### config.mk
export PLATFORM = sky130hd
export DESIGN_NAME = alu_seq
export DESIGN_NICKNAME = d
export VERILOG_FILES = /design/src/rtl/alu_seq.sv
export SDC_FILE = /design/constraint.sdc
export NUM_CORES = 1
export LEC_CHECK = 0
export ABC_AREA = 1
export CORE_AREA = 2 2 111 194
export CTS_CLUSTER_DIAMETER = 60
export DETAILED_ROUTE_END_ITERATION = 10
export DIE_AREA = 0 0 113 196
export GPL_TIMING_DRIVEN = 0
export SYNTH_ARGS = -nofsm -noshare
export SYNTH_HDL_FRONTEND = slang
export SYNTH_SLANG_ARGS = --single-unit
### constraint.sdc
create_clock -name clk -period 6.26 [get_ports clk]
set_input_delay 1.252 -clock clk [delete_from_list [all_inputs] [get_ports clk]]
set_output_delay 1.252 -clock clk [all_outputs]
set_load 0.005 [all_outputs]
### src/rtl/alu_seq.sv
`default_nettype none
// +--------------------------------------------------------------------------+
// | alu_seq : registered accumulator ALU with start/busy/done handshake,     |
// |           WIDTH-cycle signed shift-add multiplier and status flags.      |
// | Option  : ALU_SATURATE_EN clamps overflowing results to the signed range.|
// | Rev 1.0 : initial release                                                |
// +--------------------------------------------------------------------------+
module alu_seq #(
  parameter int WIDTH = 12
) (
  input  logic             clk,
  input  logic             rst,
  input  logic             start,
  input  logic [WIDTH-1:0] a,
  input  logic [WIDTH-1:0] b,
  input  logic [2:0]       selectOp,
  output logic [WIDTH-1:0] dataOut,
  output logic             busy,
  output logic             done,
  output logic             zeroFlag,
  output logic             negFlag,
  output logic             ovfFlag
);

  localparam int CNT_W = $clog2(WIDTH + 1);
  localparam int PW    = 2 * WIDTH;
  localparam int MSB   = WIDTH - 1;

  localparam logic [2:0] c_OP_PASS = 3'd1;
  localparam logic [2:0] c_OP_ADD  = 3'd2;
  localparam logic [2:0] c_OP_SUB  = 3'd3;
  localparam logic [2:0] c_OP_MUL  = 3'd4;
  localparam logic [2:0] c_OP_INC  = 3'd5;

  localparam logic [WIDTH-1:0] c_ONE  = {{(WIDTH-1){1'b0}}, 1'b1};
  localparam logic [WIDTH-1:0] c_MAX  = {1'b0, {(WIDTH-1){1'b1}}};
  localparam logic [WIDTH:0]   c_XONE = {{WIDTH{1'b0}}, 1'b1};
  localparam logic [PW-1:0]    c_PONE = {{(PW-1){1'b0}}, 1'b1};

  if (WIDTH < 4) begin : g_width_check
    $error("alu_seq: WIDTH must be >= 4");
  end

  typedef enum logic [1:0] {
    S_IDLE = 2'd0,
    S_EXEC = 2'd1,
    S_MUL  = 2'd2,
    S_FIN  = 2'd3
  } state_t;

  state_t           r_state;
  logic [WIDTH-1:0] r_a;
  logic [WIDTH-1:0] r_b;
  logic [2:0]       r_op;
  logic             r_sign;
  logic [PW-1:0]    r_mcand;
  logic [WIDTH:0]   r_mplier;
  logic [PW-1:0]    r_acc;
  logic [CNT_W-1:0] r_cnt;

  logic [WIDTH:0]   w_a_ext;
  logic [WIDTH:0]   w_b_ext;
  logic [WIDTH:0]   w_a_mag;
  logic [WIDTH:0]   w_b_mag;
  logic [PW-1:0]    w_prod;
  logic [WIDTH:0]   w_prod_top;
  logic [WIDTH-1:0] w_res;
  logic             w_ovf;
  logic [WIDTH-1:0] w_out;

  // One extra bit so that |-2^(WIDTH-1)| is representable.
  assign w_a_ext = {a[MSB], a};
  assign w_b_ext = {b[MSB], b};
  assign w_a_mag = a[MSB] ? (~w_a_ext + c_XONE) : w_a_ext;
  assign w_b_mag = b[MSB] ? (~w_b_ext + c_XONE) : w_b_ext;

  assign w_prod     = r_sign ? (~r_acc + c_PONE) : r_acc;
  assign w_prod_top = w_prod[PW-1:WIDTH-1];

  always_comb begin
    w_res = '0;
    w_ovf = 1'b0;
    case (r_op)
      c_OP_PASS: w_res = r_b;
      c_OP_ADD: begin
        w_res = r_a + r_b;
        w_ovf = (r_a[MSB] == r_b[MSB]) && (w_res[MSB] != r_a[MSB]);
      end
      c_OP_SUB: begin
        w_res = r_a - r_b;
        w_ovf = (r_a[MSB] != r_b[MSB]) && (w_res[MSB] != r_a[MSB]);
      end
      c_OP_MUL: begin
        w_res = w_prod[WIDTH-1:0];
        // Fits the result range only if the top WIDTH+1 bits are a sign run.
        w_ovf = !((&w_prod_top) || !(|w_prod_top));
      end
      c_OP_INC: begin
        w_res = r_a + c_ONE;
        w_ovf = (r_a == c_MAX);
      end
      default: w_res = '0;
    endcase
  end

`ifdef ALU_SATURATE_EN
  logic w_true_neg;

  // Overflow only occurs on add/sub (sign of a), inc (positive) and mul.
  always_comb begin
    w_true_neg = 1'b0;
    if (r_op == c_OP_MUL) begin
      w_true_neg = r_sign;
    end else if (r_op != c_OP_INC) begin
      w_true_neg = r_a[MSB];
    end
  end

  assign w_out = w_ovf ? (w_true_neg ? ~c_MAX : c_MAX) : w_res;
`else
  assign w_out = w_res;
`endif

  always_ff @(posedge clk) begin
    if (rst) begin
      r_state  <= S_IDLE;
      dataOut  <= '0;
      busy     <= 1'b0;
      done     <= 1'b0;
      zeroFlag <= 1'b1;
      negFlag  <= 1'b0;
      ovfFlag  <= 1'b0;
      r_a      <= '0;
      r_b      <= '0;
      r_op     <= '0;
      r_sign   <= 1'b0;
      r_mcand  <= '0;
      r_mplier <= '0;
      r_acc    <= '0;
      r_cnt    <= '0;
    end else begin
      done <= 1'b0;
      case (r_state)
        S_IDLE: begin
          if (start) begin
            r_a  <= a;
            r_b  <= b;
            r_op <= selectOp;
            if (selectOp == c_OP_MUL) begin
              r_sign   <= a[MSB] ^ b[MSB];
              r_mcand  <= {{(WIDTH-1){1'b0}}, w_a_mag};
              r_mplier <= w_b_mag;
              r_acc    <= '0;
              r_cnt    <= CNT_W'(WIDTH);
              busy     <= 1'b1;
              r_state  <= S_MUL;
            end else begin
              r_state <= S_EXEC;
            end
          end
        end
        S_MUL: begin
          if (r_mplier[0]) begin
            r_acc <= r_acc + r_mcand;
          end
          r_mcand  <= r_mcand << 1;
          r_mplier <= r_mplier >> 1;
          r_cnt    <= r_cnt - CNT_W'(1);
          if (r_cnt == CNT_W'(1)) begin
            r_state <= S_FIN;
          end
        end
        S_EXEC, S_FIN: begin
          dataOut  <= w_out;
          zeroFlag <= (w_out == '0);
          negFlag  <= w_out[MSB];
          ovfFlag  <= w_ovf;
          done     <= 1'b1;
          busy     <= 1'b0;
          r_state  <= S_IDLE;
        end
        default: r_state <= S_IDLE;
      endcase
    end
  end

endmodule
`default_nettype wire
==> out/metrics.csv, run 1 <==
stage;metric;value;unit
setup_path;R2R depth;14;
synth;count of cell types in the netlist;45;
final_layout;Syn-to-layout area delta;13.22;%
power_and_ir_drop;Clk network pwr share;0.294;
synth;Post-Syn Instances;1259;
flow_run;max_cap viols;0;
timing;setup_tns;0;ps
global_route;total grt overflow;0;
die;starting density of the core;0.3943;
clock_tree;Reg clk slew, reported paths;80;ps
drt;WL final;28.21;mm
global_route;initial antenna violation count;0;
min_path;Hold Crit Depth;2;
power_and_ir_drop;total internal power;0.001256;W
timing;Fin. Hold Viols;0;
final_layout;post-route design area;9228;um^2
timing;slew at the pin with the worst max-slew slack;731.3;ps
global_route;Tot GR Track Use;0.2577;
final_layout;Layout Nets;1399;
timing;Rel. slew slack;0.5125;
die;Vert. Die Dim;196;um
global_route;vias in the first global route;8445;
setup_path;Worst Path Max Fanout;3;
synth;Ys Warns;0;
drt;First-pass DRT Iterations;8;
final_layout;layout cells sized above 1;0.06742;
drt;wire per inst;17.95;um
place;DP Area;8916;um^2
clock_tree;clk root buf;clkbuf_16;
drt;DRT iter0 DRCs;587;
setup_path;crit start category;input pin;
timing;Layout Skew;15.11;ps
outcome;status;finished with violations;
drt;Post-DRT Antenna Nets;0;
setup_path;CP arrival;3210;ps
power_and_ir_drop;Max VDD drop;0.1455;mV
synth;ys flop type;dfxtp_1;
setup_path;reg2reg start;r_b[0];
power_and_ir_drop;switching pwr;0.0007839;W
synth;Post-Syn Area per Cell;6.474;um^2
clock_tree;Clock Path Buffers;2;
power_and_ir_drop;leakage power;4.152;nW
timing;Max Fclk;0.3390;GHz
timing;final worst path period share;0.4712;
clock_tree;TritonCTS Buffers;9;
die;Die ar.;22150;um^2
timing;Max Slew Vio Count;0;
setup_path;CP Class;input pin to register;
die;Die X-Extent;113;um
clock_tree;postcts setup bufs;0;
setup_path;CP Capture Type;register;
final_layout;ANT cells;0;
drt;Vias;8645;
global_route;largest net degree at the start of global routing;23;
outcome;failing checks;DRC;
synth;Synth async-reset ratio;0;
setup_path;Critical Path RT;6520;ps
place;final weighted congestion in routability-driven placement;0.9501;
clock_tree;clock tree sinks;111;
place;HPWL after DPL;22.95;mm
synth;Synth Cell Area;8150;um^2
power_and_ir_drop;pwr/cell area;221.1;nW/um^2
die;Core Region;20670;um^2
synth;sequential area share after synthesis;0.2726;
drt;vias per std cell;5.499;
min_path;worst min-delay path class;register to register;
clock_tree;CTS Hold Bufs;0;
synth;Net Count, Synth;1343;
setup_path;worst setup path startpoint;a[0];
die;num ports;47;
min_path;Hold Startpoint;dataOut[9];
synth;EDFF count, synth;0;
power_and_ir_drop;switch share;0.3842;
clock_tree;CTS tree;built;
clock_tree;later-pin clock latency in the skew report;370;ps
clock_tree;# resized after CTS;0;
timing;Final min period;2950;ps
power_and_ir_drop;Reg power frac;0.407;
drt;DRC viols;2;
timing;Finish-stage setup viols;0;
die;FP Rows;70;
clock_tree;H-tree depth;3;
timing;RSZ-0062 raised after global routing;no;
global_route;first-pass GRT wire length;44.22;mm
power_and_ir_drop;Comb power frac;0.299;
place;PortBufs;45;
synth;synthesized flop and latch total;111;
-- worst max-delay path, stage by stage --
cell             delay, ps
clkdlybuf4s50_1        540
inv_1                  130
ha_1                   150
inv_1                   50
nor3_1                 250
nand3_1                180
o31ai_1                270
xor2_1                 170
nand2_1                 60
o21ai_0                 90
a21oi_1                 80
-- metal layers --
layer  up-vias  global-route usage  part of all wire
li1       4366                   -                 -
met1      3916              0.2465              0.35
met2       255              0.4884              0.53
met3       108             0.02842             0.030
met4         0              0.2005             0.090
met5         -                   0                 0
-- placed cells by master (no fill, tap or decap), types with 4 or more instances in the layout --
cell type,count
a31oi_1,11
inv_2,8
nand3_1,93
xor2_1,19
xnor2_1,4
a22oi_1,15
clkdlybuf4s50_1,45
buf_4,4
a21oi_1,141
nor2_4,4
nand4_1,13
o21ai_0,137
ha_1,51
inv_1,117
nand2_1,257
nand3b_1,6
buf_2,15
clkbuf_1,23
or2_2,13
nor2_1,122
dfxtp_1,111
nor3_1,17
a211oi_1,6
nand2_2,6
a21boi_0,9
nand3_2,5
nor4_1,6
nor2_2,10
clkbuf_16,9
a22o_1,5
-- power by group through the flow --
stage          Clock, W  Sequential, W  Combinational (W)
3_5_place_dp          0       0.000846           0.000602
5_1_grt        0.000642       0.000838           0.000680
3_3_place_gp          0       0.000845           0.000597
6_report       0.000599       0.000831           0.000610
2_1_floorplan         0       0.000823           0.000411
4_1_cts        0.000612       0.000830           0.000604
-- per-stage QoR --
step                power, W  setup slack (ps)  hold WS, ps  utilization  instances
finish              0.002040              3310        458.8       0.4464       1572
global route        0.002159              3106        484.4       0.4464       1572
detailed placement  0.001448              2956        446.0       0.4314       1556
CTS                 0.002046              3332        459.3       0.4464       1572
floorplan           0.001234              3716        425.1            -       1259
global placement    0.001442              2990        434.5       0.4314       1556
-- cell type report --
cell class                 count  area (um^2)
tap                          252        315.3
clock inverter                 7        86.33
fill                        2246        11440
buffer                        45        217.7
sequential                   111         2222
timing repair buffer          45        450.4
multi-input combinational    977         5236
inverter                     126        474.2
clock buffer                   9        225.2
-- final timing paths --
kind                              endpoint  slack, ps
worst max-delay path            r_mcand[8]       3310
worst min-delay path            dataOut[9]        460
worst max register to register    zeroFlag       3570
worst min register to register  dataOut[9]        460
-- registers in the layout, indices dropped and copies added, names as in the netlist --
name and flops:
r_state 2, r_mcand 24, r_sign 1, zeroFlag 1, r_acc 24, r_cnt 4, r_mplier 13, done 1
ovfFlag 1, busy 1, r_op 3, r_b 12, dataOut 12, r_a 12
-- cell families after synthesis --
kind of cell | after synthesis | share of synthesized area
fa+ha+maj | 54 | 0.08566
xor+xnor | 23 | 0.02472
compound gates | 343 | 0.2301
simple gates | 557 | 0.3020
flops | 111 | 0.2726
buf+inv | 171 | 0.08489
-- Yosys cell counts (6+ instances only) --
cell	instances	area share
nand2_1	257	0.12
a21oi_1	141	0.087
o21ai_0	137	0.084
nor2_1	122	0.056
inv_1	117	0.054
dfxtp_1	111	0.27
nand3_1	93	0.057
ha_1	51	0.078
clkbuf_1	23	0.011
xor2_1	19	0.020
nor3_1	17	0.010
a22oi_1	15	0.014
buf_2	15	0.0092
nand4_1	13	0.010
or2_2	13	0.010
a31oi_1	11	0.0084
nor2_2	10	0.0077
a21boi_0	9	0.0083
inv_2	8	0.0037
a211oi_1	6	0.0055
nand2_2	6	0.0046
nand3b_1	6	0.0055
nor4_1	6	0.0046
Power figures use the tool's default switching activity.
==> run 2, diff against run 1 <==
Clock period 6.26 ns to 2.7 ns, I/O delays scaled along.
==> run 2 against run 1 <==
  * Die area unchanged
  * Utilization up 0.10 points
  * The run still ends with DRC left
  * Final cell count barely moved
  * Register-to-register slack worse by 3300 ps
==> out/metrics.csv, run 2 (synthesis results as in run 1) <==
stage;metric;value;unit;change
timing;slew at the pin with the worst max-slew slack;730.4;ps;-0.8581 ps
clock_tree;TritonCTS Buffers;9;;unchanged
setup_path;Critical Path RT;3010;ps;-3510 ps
drt;DRT iter0 DRCs;636;;+8.3%
final_layout;ANT cells;0;;unchanged
drt;vias per std cell;5.493;;-0.11%
place;PortBufs;45;;unchanged
outcome;status;finished with violations;;
clock_tree;clk root buf;clkbuf_16;;
power_and_ir_drop;leakage power;4.158;nW;+0.15%
setup_path;Worst Path Max Fanout;4;;+1
die;FP Rows;70;;unchanged
timing;Max Slew Vio Count;0;;unchanged
setup_path;slowest cell delay on critical path;390;ps;-150 ps
global_route;busiest grt layer;met2;;
setup_path;Max stage delay cell, worst path;fa_2;;
global_route;largest net degree at the start of global routing;23;;unchanged
clock_tree;CTS Hold Bufs;0;;unchanged
setup_path;worst setup path startpoint;r_a[0];;
setup_path;CP arrival;2780;ps;-430 ps
clock_tree;Reg clk slew, reported paths;80;ps;about the same
timing;RSZ-0062 raised after global routing;no;;
min_path;Hold Crit Depth;2;;unchanged
setup_path;CP Class;register to register;;
timing;setup slack after layout;229.9;ps;-3080 ps
final_layout;Top Registers;r_acc (24), r_mcand (24), r_mplier (13);;
setup_path;reg2reg start;r_a[0];;
setup_path;R2R depth;15;;+1
timing;Max Fclk;0.4048;GHz;
drt;Post-DRT Antenna Nets;0;;unchanged
global_route;met3 Use GR;0.02873;;+0.0003089
min_path;worst min-delay path class;register to register;;
final_layout;Syn-to-layout area delta;13.48;%;
place;HPWL after DPL;22.95;mm;unchanged
setup_path;R2R setup slack;230;ps;-3340 ps
final_layout;layout cells sized above 1;0.07116;;+0.003734
drt;First-pass DRT Iterations;8;;unchanged
clock_tree;CTS tree;built;;
die;Die ar.;22150;um^2;unchanged
drt;wire per inst;17.94;um;about the same
drt;Vias;8641;;-0.046%
global_route;initial antenna violation count;0;;unchanged
clock_tree;clock tree sinks;111;;unchanged
place;final weighted congestion in routability-driven placement;0.9501;;unchanged
timing;Rel. slew slack;0.5131;;+0.0005720
global_route;met2 Resource Use GR;0.4886;;about the same
timing;final worst path period share;0.9148;;
global_route;met1 Track Usage GR;0.2463;;about the same
timing;Final min period;2470;ps;
global_route;first-pass GRT wire length;44.21;mm;about the same
clock_tree;Clock Path Buffers;2;;unchanged
place;pre-CTS WS;78.45;ps;-2877 ps
global_route;total grt overflow;0;;unchanged
setup_path;crit start category;register;;
setup_path;FF-to-FF End;zeroFlag;;
setup_path;worst path cell trace;inv_1 -> ha_1 -> inv_1 -> fa_2 -> nor2_1 -> nor2_1 -> a21oi_1 -> nand4_1 -> nor3_2 -> nand2_1 -> nor2_1 -> nand2_1 -> nor2_1 -> nand2_1 -> nand2_1;;
global_route;vias in the first global route;8450;;+0.059%
clock_tree;later-pin clock latency in the skew report;370;ps;about the same
die;Vert. Die Dim;196;um;unchanged
die;starting density of the core;0.3943;;unchanged
final_layout;most common cell after layout, fill and taps aside;nand2_1;;
die;Die X-Extent;113;um;unchanged
global_route;Tot GR Track Use;0.2577;;unchanged
final_layout;layout filler cell count;2242;;-0.18%
final_layout;most frequent cells in the layout;nand2_1, a21oi_1, o21ai_0;;
outcome;failing checks;DRC;;
drt;DRC viols;2;;unchanged
flow_run;max_cap viols;0;;unchanged
setup_path;CP Capture Type;register;;
clock_tree;H-tree depth;3;;unchanged
timing;Fin. Hold Viols;0;;unchanged
power_and_ir_drop;pwr/cell area;512.0;nW/um^2;+130%
timing;setup_tns;0;ps;unchanged
die;num ports;47;;unchanged
timing;Layout Skew;14.56;ps;-0.5419 ps
power_and_ir_drop;Max VDD drop;0.3363;mV;+130%
die;Core Region;20670;um^2;unchanged
drt;WL final;28.22;mm;about the same
min_path;Hold Path End;r_mplier[12];;
timing;Finish-stage setup viols;0;;unchanged
min_path;Hold Startpoint;r_mplier[12];;
final_layout;Layout Nets;1400;;+0.071%
[run 2: changes by cell type in the layout (fill, tap and decap cells not counted)]
cell	delta
buf_4	+1
dfxtp_1	-1
dfxtp_2	+1
fa_1	-1
fa_2	+1
nor3_1	-2
nor3_2	+2
o21ai_0	-1
o21ai_1	+1
[run 2: per-stage QoR]
| stage | std cells | total power, W | area [um^2] | hold WS (ps) | util |
|---|---|---|---|---|---|
| after detailed placement | 1556 | 0.003358 | 8916 | 446.0 | 0.4314 |
| after global routing | 1573 | 0.005015 | 9249 | 484.4 | 0.4475 |
| after floorplan | 1259 | 0.002860 | 8150 | 425.1 | - |
| final | 1573 | 0.004736 | 9249 | 458.2 | 0.4475 |
| after global placement | 1556 | 0.003343 | 8916 | 434.5 | 0.4314 |
| after CTS | 1572 | 0.004743 | 9228 | 459.3 | 0.4464 |
[run 2: worst max path at each step]
stage,endpoint,slack [ps],cells past startpoint
finish,zeroFlag,230,15
global route,r_acc[23],20,10
CTS,zeroFlag,40,14
detailed placement,zeroFlag,80,14
global placement,zeroFlag,50,14
floorplan,r_acc[12],690,13
[run 2: critical path: cells and delay by family, from the launching register on]
kind	cells	cell delay, ps
and+or+nand+nor	10	1080
DFF	1	340
adders and majority gates	2	630
AOI/OAI and AO/OA	1	130
buffers and inverters	2	240
[run 2: area by class of cell]
cell class | count | area [um^2] | share of cell area
tap | 252 | 315.3 | 0.03409
clock inverter | 7 | 86.33 | 0.009334
inverter | 126 | 474.2 | 0.05127
buffer | 45 | 217.7 | 0.02354
clock buffer | 9 | 225.2 | 0.02435
sequential | 111 | 2223 | 0.2404
multi-input combinational | 977 | 5249 | 0.5675
timing repair buffer | 46 | 457.9 | 0.04951
[run 2: where the power goes]
group          switching [W]  total, W  internal (W)  leakage (nW)
clock               0.000719   0.00139      0.000668         0.151
sequential          0.000144   0.00193       0.00178         0.906
combinational       0.000954   0.00142      0.000469          3.10
[run 2: repair_timing]
action | in CTS | in global routing
gates resized for setup | 0 | 5
endpoints found under the hold margin | 0 | 0
setup endpoints to repair | 0 | 1
setup buffers | 0 | 1
[run 2: per-layer routing]
layer / part of all wire / up-vias
li1: - / 4368
met1: 0.36 / 3943
met2: 0.53 / 221
met3: 0.026 / 109
met4: 0.089 / 0
met5: 0 / -
==> variant 1: new RTL, flow settings as in run 2 <==
Make the reset (`rst`) asynchronous in one clocked block.
--- a/src/rtl/alu_seq.sv
+++ b/src/rtl/alu_seq.sv
@@ -121,7 +121,7 @@
   assign w_out = w_res;
 `endif
 
-  always_ff @(posedge clk) begin
+  always_ff @(posedge clk or posedge rst) begin
     if (rst) begin
       r_state  <= S_IDLE;
       dataOut  <= '0;
Behaviour: differs if rst is asserted again (counterexample within 4 cycles, from zero or initial values and one cycle with rst high); with rst held inactive, the same outputs for 10 cycles.
==> variant 1 against run 2 <==
  * The run still ends with design-rule violations left
  * Die area stayed put
  * Synthesized area increased by 6.9%
  * Hold slack better by 0.010 ns
  * Worst setup slack got worse by 0.068 ns
  * Wire length rose by 4.1%
  * Via count about the same
  * Sequential cell count unchanged
  * Design area up 6.7%
  * Non-clock buffer count decreased by 5
Power is not compared: it rests on default switching activity, and its combinational part moved more than twofold at a synthesized area within 25%.
==> variant 1: results <==
[worst_setup_path]
startpoint = r_mcand[0]
crit_arrival_ns = 2.77
crit_slowest_cell = dfrtp_1
max_stage_delay_ns = 0.43
ff2ff_path_depth = 11

[timing]
worst_pin_slew_ns = 0.687
skew_ns = 0.0156

[routing]
route.met3.wl_um = 753
wl_met1_mm = 10.7
via_per_inst = 5.38
drc = 4
drt_first_pass_iters = 10
dr_total_vias = 8636
first_iter_violations = 755
met2_length_mm = 15.7

[global_route]
grt_max_degree = 38
grt_pass1_wl_mm = 45.8

[cells_and_area]
multi_input_area_share_pct = 51.5
nets = 1433
final_layout_size_suffix_gt1_share_pct = 8.57
non_clock_inverter_count = 169
multi_input_cells = 972
buffer_area_share_pct = 7.21
clkbuf_count = 10
n_fill_cell = 2124

[status]
violations = design-rule violations
status = finished, violations left

[place]
dp.cells = 1590
portBuffers = 44
post-place-ws_ns = 0.102
gp_congestion = 0.957
dp_hpwl_mm = 23.9

[logic_synthesis]
netlist_instances = 1291
synth_commonest_cells = 325 x nand2_1, 155 x inv_1, 132 x o21ai_0
ys_top_cells_by_area = dfrtp_1 32%, nand2_1 14%, o21ai_0 7.6%, ha_1 7.3%, inv_1 6.7%
synth_sequential_area_ratio_pct = 31.9
synth_xor_area_share_pct = 1.81
async_flop_share_pct = 100
synth_compound_area_share_pct = 16.6

[min_path]
hp-start = zeroFlag
## variant 1: final timing paths
check                      slack (ns)          end
setup / recovery                 0.16    r_acc[16]
max in group asynchronous        1.30     zeroFlag
setup reg to reg                 0.16    r_acc[16]
hold / removal                   0.47     zeroFlag
min in group asynchronous        0.54  r_mplier[8]
hold reg to reg                  0.47     zeroFlag
## variant 1: worst max-delay path, delay by kind of cell, from the launching register on
family                     cells  cell delay [ns]
AOI/OAI and AO/OA              3             0.69
adders and majority gates      2             0.69
and+or+nand+nor                6             0.57
DFF                            1             0.43
## variant 1: report_power, final
group / switching [W] / internal (W) / total, W / leakage [nW]
clock: 0.000691 / 0.000856 / 0.00155 / 0.163
sequential: 0.000881 / 0.00234 / 0.00322 / 1.43
combinational: 0.00532 / 0.00278 / 0.00810 / 3.25
total: 0.00689 / 0.00597 / 0.0129 / 4.84
## variant 1: metal layers
layer,global-route usage (%),vias up
met2,51.2,232
met3,3.09,92
met5,0,-
met4,18.8,0
li1,-,4334
met1,27.0,3978
==> variant 2: new RTL, flow settings as in run 2 <==
Made on the original files. `WIDTH`: 12 -> 16.
--- a/src/rtl/alu_seq.sv
+++ b/src/rtl/alu_seq.sv
@@ -6,7 +6,7 @@
 // | Rev 1.0 : initial release                                                |
 // +--------------------------------------------------------------------------+
 module alu_seq #(
-  parameter int WIDTH = 12
+  parameter int WIDTH = 16
 ) (
   input  logic             clk,
   input  logic             rst,
Ports: changed (resized a, b and dataOut); port bits go from 47 to 59. No check against the original RTL was run, so the function may have changed too.
==> variant 2 against run 2 <==
  * The flow still finishes with violations (design-rule violations)
  * Worst setup slack worse by 0.14 ns
  * Fmax is 5.2% lower
  * Largest power group is now clock
  * Via count is 55% higher
  * Clock power is 86% higher
  * Critical path depth is 4 lower
  * Power is 36% higher
  * Wire length is 63% higher
  * Sequential cell count is 33 higher
  * Synthesized cell count is 50% higher
  * Synthesized area is 41% higher
  * Design area is 41% higher
==> variant 2: results <==
[status]
status = finished, violations left
violations = design-rule violations

[routing]
wl_per_cell_um = 20.6
first_iter_violations = 1172
drc = 3

[logic_synthesis]
synth_fp_nets = 1996
postSynthAreaPerCell_um2 = 6.09
ys_types = 50
synth_sequential_area_ratio_pct = 25.1
synth_commonest_cells = 450 x nand2_1, 215 x inv_1, 200 x nor2_1

[cells_and_area]
reg_top3 = r_acc: 32 flops, r_mcand: 32 flops, r_mplier: 17 flops
stdcell_count = 2229

[power_and_ir_drop]
p_leak_nw = 6.13
peakVddDrop_uv = 425

[place]
dp.cells = 2196
post-place-ws_ns = -0.182
portBuffers = 57
placed_cell_area_mm2 = 0.0124
dp_hpwl_mm = 37.2

[worst_setup_path]
path_max_fanout = 5
crit_arrival_ns = 2.98
crit_slowest_cell = dfxtp_1
max_stage_delay_ns = 0.49

[global_route]
grt.total_usage_pct = 41.8

[clocking]
htreeDepth = 4
-- variant 2: changes by cell type in the layout (fill, tap and decap cells not counted), moves of 16 or more --
| cell | change |
|---|---|
| dfxtp_1 | +31 |
| a21oi_1 | +54 |
| inv_1 | +97 |
| ha_1 | +16 |
| nand3_1 | +81 |
| nor2_1 | +75 |
| nand2_1 | +193 |
-- variant 2: path summary, 6_finish.rpt --
path / startpoint / endpoint / slack [ns] / cells after the start
worst max-delay path: r_acc[8] / r_acc[25] / 0.09 / 11
worst min-delay path: r_mplier[16] / r_mplier[16] / 0.45 / 2
worst max register to register: r_acc[8] / r_acc[25] / 0.09 / 11
worst min register to register: r_mplier[16] / r_mplier[16] / 0.45 / 2
-- variant 2: logic make-up (layout without fill, tap and decap cells) --
| group | count (synthesis) | in the layout | share of synthesized area [%] |
|---|---|---|---|
| AND/OR/NAND/NOR | 945 | 945 | 35.7 |
| adder cells (fa/ha/maj) | 71 | 71 | 7.93 |
| flip-flops | 144 | 144 | 25.1 |
| AO/OA/AOI/OAI | 417 | 417 | 19.7 |
| buffers and inverters | 286 | 376 | 9.82 |
| XOR/XNOR | 24 | 24 | 1.83 |
-- variant 2: final cells by class --
type	count	area, um2
buffer	65	305
inverter	221	833
sequential	144	2890
tap	252	315
fill	2039	7600
timing repair buffer	58	578
multi-input combinational	1457	7520
clock inverter	14	204
clock buffer	18	429
-- variant 2: report_power, final --
group	total, W	leakage (nW)	switching, W	internal, W
combinational	0.00152	4.65	0.00103	0.000488
sequential	0.00234	1.17	0.000111	0.00223
clock	0.00259	0.311	0.00108	0.00150
-- variant 2: routing by layer --
metal	vias to the layer above	track usage, %	wire length, um
li1	6413	-	-
met5	-	0	13
met1	6089	38.1	14300
met2	611	75.0	22900
met3	293	6.83	2700
met4	2	42.4	6050
